File: config.mk
export PLATFORM = sky130hd
export DESIGN_NAME = hud_scoreboard
export DESIGN_NICKNAME = d
export VERILOG_FILES = /design/src/rtl/hud_pkg.sv /design/src/rtl/hud_score_counter.sv /design/src/rtl/hud_scoreboard.sv
export SDC_FILE = /design/constraint.sdc
export NUM_CORES = 1
export LEC_CHECK = 0
export CORE_AREA = 2 2 222 224
export DETAILED_ROUTE_END_ITERATION = 12
export DIE_AREA = 0 0 224 226
export SETUP_SLACK_MARGIN = 0.4
export SYNTH_ARGS = -nofsm -noshare
export SYNTH_HDL_FRONTEND = slang
export SYNTH_SLANG_ARGS = --single-unit
File: constraint.sdc
create_clock -name Clk -period 7.6 [get_ports Clk]
set_clock_uncertainty 0.05 [all_clocks]
set_input_delay 1.52 -clock Clk [delete_from_list [all_inputs] [get_ports Clk]]
set_output_delay 1.52 -clock Clk [all_outputs]
set_load 0.01 [all_outputs]
File: src/rtl/hud_pkg.sv
// Shared types, glyph codes and the single-digit BCD adder used by the HUD.
package hud_pkg;

  typedef logic [3:0] bcd_t;

  localparam logic [3:0] GLYPH_HEART_FULL  = 4'd10;
  localparam logic [3:0] GLYPH_HEART_HALF  = 4'd11;
  localparam logic [3:0] GLYPH_HEART_EMPTY = 4'd12;

  localparam int CHAR_W_DEF = 30;
  localparam int CHAR_H_DEF = 45;

  // One BCD digit plus carry-in; returns {carry_out, sum_digit}.
  function automatic logic [4:0] bcd_add_digit(input bcd_t a, input bcd_t b, input logic cin);
    logic [4:0] s;
    s = {1'b0, a} + {1'b0, b} + {4'd0, cin};
    if (s > 5'd9) return {1'b1, 4'(s - 5'd10)};
    return s;
  endfunction

endpackage

File: src/rtl/hud_score_counter.sv
// Per-player BCD score register with single-cycle ripple add and saturation at all nines.
module hud_score_counter
  import hud_pkg::*;
#(
  parameter int N_DIGITS = 4
) (
  input  logic                  clk,
  input  logic                  rst,
  input  logic                  clr_i,
  input  logic                  add_valid_i,
  input  bcd_t                  add_pts_i,
  output logic [N_DIGITS*4-1:0] score_o
);

  logic [N_DIGITS*4-1:0] score_q, score_d, sum;
  logic [N_DIGITS:0]     carry;
  logic [4:0]            r;
  bcd_t                  pts;

  // Ripple the clamped points through all digits; a carry out of the top digit saturates.
  always_comb begin
    pts   = (add_pts_i > 4'd9) ? 4'd9 : add_pts_i;
    carry = '0;
    sum   = '0;
    r     = '0;
    for (int d = 0; d < N_DIGITS; d++) begin
      r                = bcd_add_digit(score_q[d*4 +: 4], (d == 0) ? pts : 4'd0, carry[d]);
      sum[d*4 +: 4]    = r[3:0];
      carry[d+1]       = r[4];
    end
    score_d = score_q;
    if (clr_i)
      score_d = '0;
    else if (add_valid_i)
      score_d = carry[N_DIGITS] ? {N_DIGITS{4'd9}} : sum;
  end

  // Score register.
  always_ff @(posedge clk or posedge rst) begin
    if (rst) score_q <= '0;
    else     score_q <= score_d;
  end

  assign score_o = score_q;

endmodule

File: src/rtl/hud_scoreboard.sv
// HUD overlay: per-player scores and half-heart HP with damage blink,
// rendered as a registered per-pixel glyph lookup for the sprite ROM.
module hud_scoreboard
  import hud_pkg::*;
#(
  parameter int N_PLAYERS    = 2,
  parameter int N_DIGITS     = 4,
  parameter int N_HEARTS     = 4,
  parameter int CHAR_W       = CHAR_W_DEF,
  parameter int CHAR_H       = CHAR_H_DEF,
  parameter int HUD_X0       = 510,
  parameter int SCORE_Y0     = 90,
  parameter int HEART_DY     = 60,
  parameter int PLAYER_DY    = 240,
  parameter int BLINK_FRAMES = 16
) (
  input  logic                            Clk,
  input  logic                            Reset,
  input  logic                            frame_tick,
  input  logic                            game_rst,
  input  logic [N_PLAYERS-1:0]            add_valid,
  input  logic [N_PLAYERS*4-1:0]          add_pts,
  input  logic [N_PLAYERS-1:0]            dmg,
  input  logic [N_PLAYERS-1:0]            heal,
  input  logic [9:0]                      DrawX,
  input  logic [9:0]                      DrawY,
  output logic [N_PLAYERS*4-1:0]          hp_out,
  output logic [N_PLAYERS-1:0]            dead,
  output logic [N_PLAYERS*N_DIGITS*4-1:0] score_out,
  output logic                            is_char,
  output logic [3:0]                      char_idx,
  output logic [18:0]                     char_read_address
);

  localparam int             HP_MAX     = 2 * N_HEARTS;
  localparam int             BW         = $clog2(BLINK_FRAMES + 1);
  localparam logic [3:0]     HP_MAX_V   = 4'(HP_MAX);
  localparam logic [BW-1:0]  BLINK_LOAD = BW'(BLINK_FRAMES);

  logic [N_PLAYERS-1:0][3:0]    hp_q, hp_d;
  logic [N_PLAYERS-1:0][BW-1:0] blink_q, blink_d;

  logic        is_char_q, is_char_d;
  logic [3:0]  idx_q, idx_d;
  logic [18:0] addr_q, addr_d;

  for (genvar p = 0; p < N_PLAYERS; p++) begin : g_score
    hud_score_counter #(.N_DIGITS(N_DIGITS)) u_cnt (
      .clk         (Clk),
      .rst         (Reset),
      .clr_i       (game_rst),
      .add_valid_i (add_valid[p]),
      .add_pts_i   (add_pts[p*4 +: 4]),
      .score_o     (score_out[p*N_DIGITS*4 +: N_DIGITS*4])
    );
  end

  // HP and blink next state; an accepted hit reloads blink, game_rst overrides everything.
  always_comb begin
    hp_d    = hp_q;
    blink_d = blink_q;
    for (int p = 0; p < N_PLAYERS; p++) begin
      if (frame_tick && blink_q[p] != '0)
        blink_d[p] = blink_q[p] - BW'(1);
      if (dmg[p] && !heal[p] && hp_q[p] != 4'd0) begin
        hp_d[p]    = hp_q[p] - 4'd1;
        blink_d[p] = BLINK_LOAD;
      end else if (heal[p] && !dmg[p] && hp_q[p] < HP_MAX_V) begin
        hp_d[p] = hp_q[p] + 4'd1;
      end
      if (game_rst) begin
        hp_d[p]    = HP_MAX_V;
        blink_d[p] = '0;
      end
    end
  end

  // HP and blink registers.
  always_ff @(posedge Clk or posedge Reset) begin
    if (Reset) begin
      hp_q    <= {N_PLAYERS{HP_MAX_V}};
      blink_q <= '0;
    end else begin
      hp_q    <= hp_d;
      blink_q <= blink_d;
    end
  end

  assign hp_out = hp_q;

  // Dead flag per player.
  always_comb begin
    dead = '0;
    for (int p = 0; p < N_PLAYERS; p++) dead[p] = (hp_q[p] == 4'd0);
  end

  logic [31:0] px, py, bx, by;
  logic        hide;

  // First-hit search in priority order: player, then score before hearts, then index.
  always_comb begin
    is_char_d = 1'b0;
    idx_d     = '0;
    addr_d    = '0;
    px        = {22'd0, DrawX};
    py        = {22'd0, DrawY};
    bx        = '0;
    by        = '0;
    hide      = 1'b0;
    for (int p = 0; p < N_PLAYERS; p++) begin
      for (int d = 0; d < N_DIGITS; d++) begin
        bx = 32'(HUD_X0 + (N_DIGITS - 1 - d) * CHAR_W);
        by = 32'(SCORE_Y0 + p * PLAYER_DY);
        if (!is_char_d && px >= bx && py >= by &&
            (px - bx) < 32'(CHAR_W) && (py - by) < 32'(CHAR_H)) begin
          is_char_d = 1'b1;
          idx_d     = score_out[(p*N_DIGITS + d)*4 +: 4];
          addr_d    = 19'((px - bx) + (py - by) * 32'(CHAR_W));
        end
      end
      hide = (blink_q[p] != '0) && blink_q[p][1];
      for (int k = 0; k < N_HEARTS; k++) begin
        bx = 32'(HUD_X0 + k * CHAR_W);
        by = 32'(SCORE_Y0 + HEART_DY + p * PLAYER_DY);
        if (!hide && !is_char_d && px >= bx && py >= by &&
            (px - bx) < 32'(CHAR_W) && (py - by) < 32'(CHAR_H)) begin
          is_char_d = 1'b1;
          if ({28'd0, hp_q[p]} >= 32'(2*k + 2))      idx_d = GLYPH_HEART_FULL;
          else if ({28'd0, hp_q[p]} == 32'(2*k + 1)) idx_d = GLYPH_HEART_HALF;
          else                                       idx_d = GLYPH_HEART_EMPTY;
          addr_d    = 19'((px - bx) + (py - by) * 32'(CHAR_W));
        end
      end
    end
  end

  // Single pixel pipeline stage.
  always_ff @(posedge Clk or posedge Reset) begin
    if (Reset) begin
      is_char_q <= 1'b0;
      idx_q     <= '0;
      addr_q    <= '0;
    end else begin
      is_char_q <= is_char_d;
      idx_q     <= idx_d;
      addr_q    <= addr_d;
    end
  end

  assign is_char           = is_char_q;
  assign char_idx          = idx_q;
  assign char_read_address = addr_q;

endmodule

==> run metrics <==
worst hold path class=reg -> reg; Max-Cap Viols=0; row cnt=81; drt pass-1 iters=6; H-tree levels=3; initial antenna violation count=1; CTS tree=built; Synth Area per Inst=~7.8 um^2; PortBufs=around 100; Tmin final=approximately 7700 ps; Ports=~100; sequential area share after synthesis=8.62%; Async SR Flop Fraction=100%; Arr. time, crit path=7900 ps; crit path kind=in -> reg; Worst Hold Path EP=blink_q[8]; global placement routability congestion=between 1 and 1.5; total number of vias=25.4k; critical path's largest stage delay=approximately 560 ps; EDFF count, synth=0; Core ar.=0.0483 mm^2; Max clock buf depth=2; top cells by count, synth=ha_1 (356), a21oi_1 (217), xnor2_1 (214); vias in the first global route=between 20k and 25k; setup TNS=-449 ps; CP max-delay cell=fa_2; placed cell count=4125; Critical Path Start=add_pts[2]; failing checks=setup timing; fin crit share=101%; grt ovf=0; CP Capture Type=register; final worst slack=-78.7 ps; R2R Path Start=g_score[0].u_cnt.score_o[0]; outcome=finished, violations left; share of cells above drive strength 1=about 31%; Inserted Clock Buffers=9; CTS root buffer=clkbuf_16; Antenna Nets Post-Route=0; Worst-path clk slew=about 70 ps; DRC viols=0; Yosys warning count=0; Top FF cell, synth=dfrtp_1; P&R area growth vs syn=44.6%; area leader, netlist=ha_1; final-report hold violation count=0; die area=0.0506 mm^2; worst-path maximum fanout=4; Syn Inst Count=between 2k and 3k; hold path cells=2; DP HPWL=approximately 83000 um; FF-to-FF setup slack=850 ps; WL final=between 100000 and 150000 um; worst-margin pin slew=approximately 1200 ps; most frequent cell after synthesis=ha_1; #FFs+latches synth=74; final non-filler cell total=approximately 4.2k; CP startpoint kind=primary input; top post-synthesis cells by area=ha_1 (21%), xnor2_1 (8.7%), dfrtp_1 (8.4%), fa_1 (6.3%), a21oi_1 (5.1%); Net Count, Synth=3231; Synth Cell Area=between 0.02 and 0.025 mm^2; Yosys cell types=approximately 90; RR Endpoint=g_score[0].u_cnt.score_o[6]; Hold Buf Count CTS=0; cell count of the worst reg-to-reg path=36; Initial Util=44.5%; via/cell ratio=around 6; average wire per standard cell=between 20 and 25 um; first-pass GRT wire length=147000 um; # clock sinks=74; Final Setup Violations=14; RSZ-0062 raised after global routing=yes; Synth top area share=just over 20%; Die Y-Extent=approximately 230 um; Clock Latency Late Sink=about 390 ps; max-slew violations=0; chip width=between 200 and 250 um; Slew HR=a little over a fifth; Worst EP required=~7800 ps; final net count=around 4k; Hold Startpoint=blink_q[8]; largest net degree at the start of global routing=75; Fmax=around 130 MHz; DRT iter0 DRCs=about 2.3k; Total GRT Usage=38.6%
how the worst max path moves through the flow:
stage | endpoint | slack (ps)
after floorplan | g_score[0].u_cnt.score_o[10] | -100
after global placement | char_read_address[16] | -730
after detailed placement | g_score[0].u_cnt.score_o[5] | -830
after CTS | g_score[0].u_cnt.score_o[6] | -160
after global routing | g_score[1].u_cnt.score_o[7] | -290
final | g_score[0].u_cnt.score_o[6] | -80
area by class of cell:
type                            count  area [um^2]
Multi-Input combinational cell   2435        20600
Fill cell                        4149        17200
Timing Repair Buffer              859         6840
Sequential cell                    74         1850
Tap cell                          622          778
Inverter                          186          702
Clock buffer                       11          243
Clock inverter                      5         37.5
Antenna cell                        2         5.00
layout by cell type, fill, tap and decap left out, types with 17 or more instances in the layout:
master           count
o2111ai_1           17
ha_4                43
o22ai_1             36
nor3_1              75
nor2b_1             53
o211ai_1            17
xor2_1              99
o21a_1              47
fa_1                65
nor2_1             177
inv_1              165
a221oi_1            21
o21ai_1             27
buf_4              732
nand2_1            172
inv_2               19
clkdlybuf4s50_1     88
a21o_1              67
or2_2               17
buf_6               21
xnor2_1            186
o21bai_1            29
and3_1              18
o221ai_1            21
nand3_1             51
a211oi_1            22
a21oi_2             19
o21ai_0            121
dfrtp_1             72
or3_1               21
nand2b_1            51
o21ai_2             20
ha_1               298
a31oi_1             32
a21oi_1            190
worst max-delay path, delay by kind of cell:
family / cells / cell delay, ps
and+or+nand+nor: 9 / 710
AOI/OAI and AO/OA: 13 / 2390
xor gates and xnor gates: 3 / 450
buffers and inverters: 2 / 170
adders and majority gates: 12 / 2670
kinds of logic (layout without fill, tap and decap cells):
family / after synthesis / after routing / synth area share [%]
compound gates: 891 / 891 / 27.7
xor+xnor: 326 / 326 / 13.3
fa+ha+maj: 424 / 424 / 27.0
buf+inv: 260 / 1061 / 4.67
flops: 74 / 74 / 8.62
mux: 16 / 16 / 0.751
other cells: 0 / 2 / 0
simple gates: 778 / 778 / 17.9
registers in the layout (all words and copies together), names as in the netlist:
| name | flops |
|---|---|
| g_score.u_cnt.score_o | 32 |
| char_read_address | 19 |
| blink_q | 10 |
| hp_out | 8 |
| char_idx | 4 |
| is_char | 1 |
through the flow:
stage / hold slack (ps) / setup WS, ps / area, um^2 / util (%)
after floorplan: 489 / -96.4 / 22000 / -
after global placement: 506 / -726 / 28900 / 59.8
after detailed placement: 516 / -833 / 28900 / 59.8
after CTS: 534 / -158 / 30000 / 62.1
after global routing: 563 / -289 / 31100 / 64.3
final: 534 / -78.7 / 31100 / 64.3
routing by layer:
| layer | vias up | part of all wire [%] | global-route usage (%) |
|---|---|---|---|
| met5 | - | 0 | 0 |
| met4 | 0 | 5.7 | 18.6 |
| met3 | 239 | 9.1 | 7.09 |
| met2 | 1127 | 44 | 62.0 |
| met1 | 12300 | 41 | 50.0 |
| li1 | 11800 | - | - |
timing repair:
| item | in CTS | in global routing |
|---|---|---|
| cloned | 0 | 0 |
| pin swaps | 98 | 127 |
| setup endpoints to repair | 40 | 39 |
| resized for setup | 176 | 180 |
| buffers inserted | 26 | 25 |
Power is left out: the tool's default activity adds up to more than one toggle a clock period on the data nets, which glitch-free logic cannot reach.
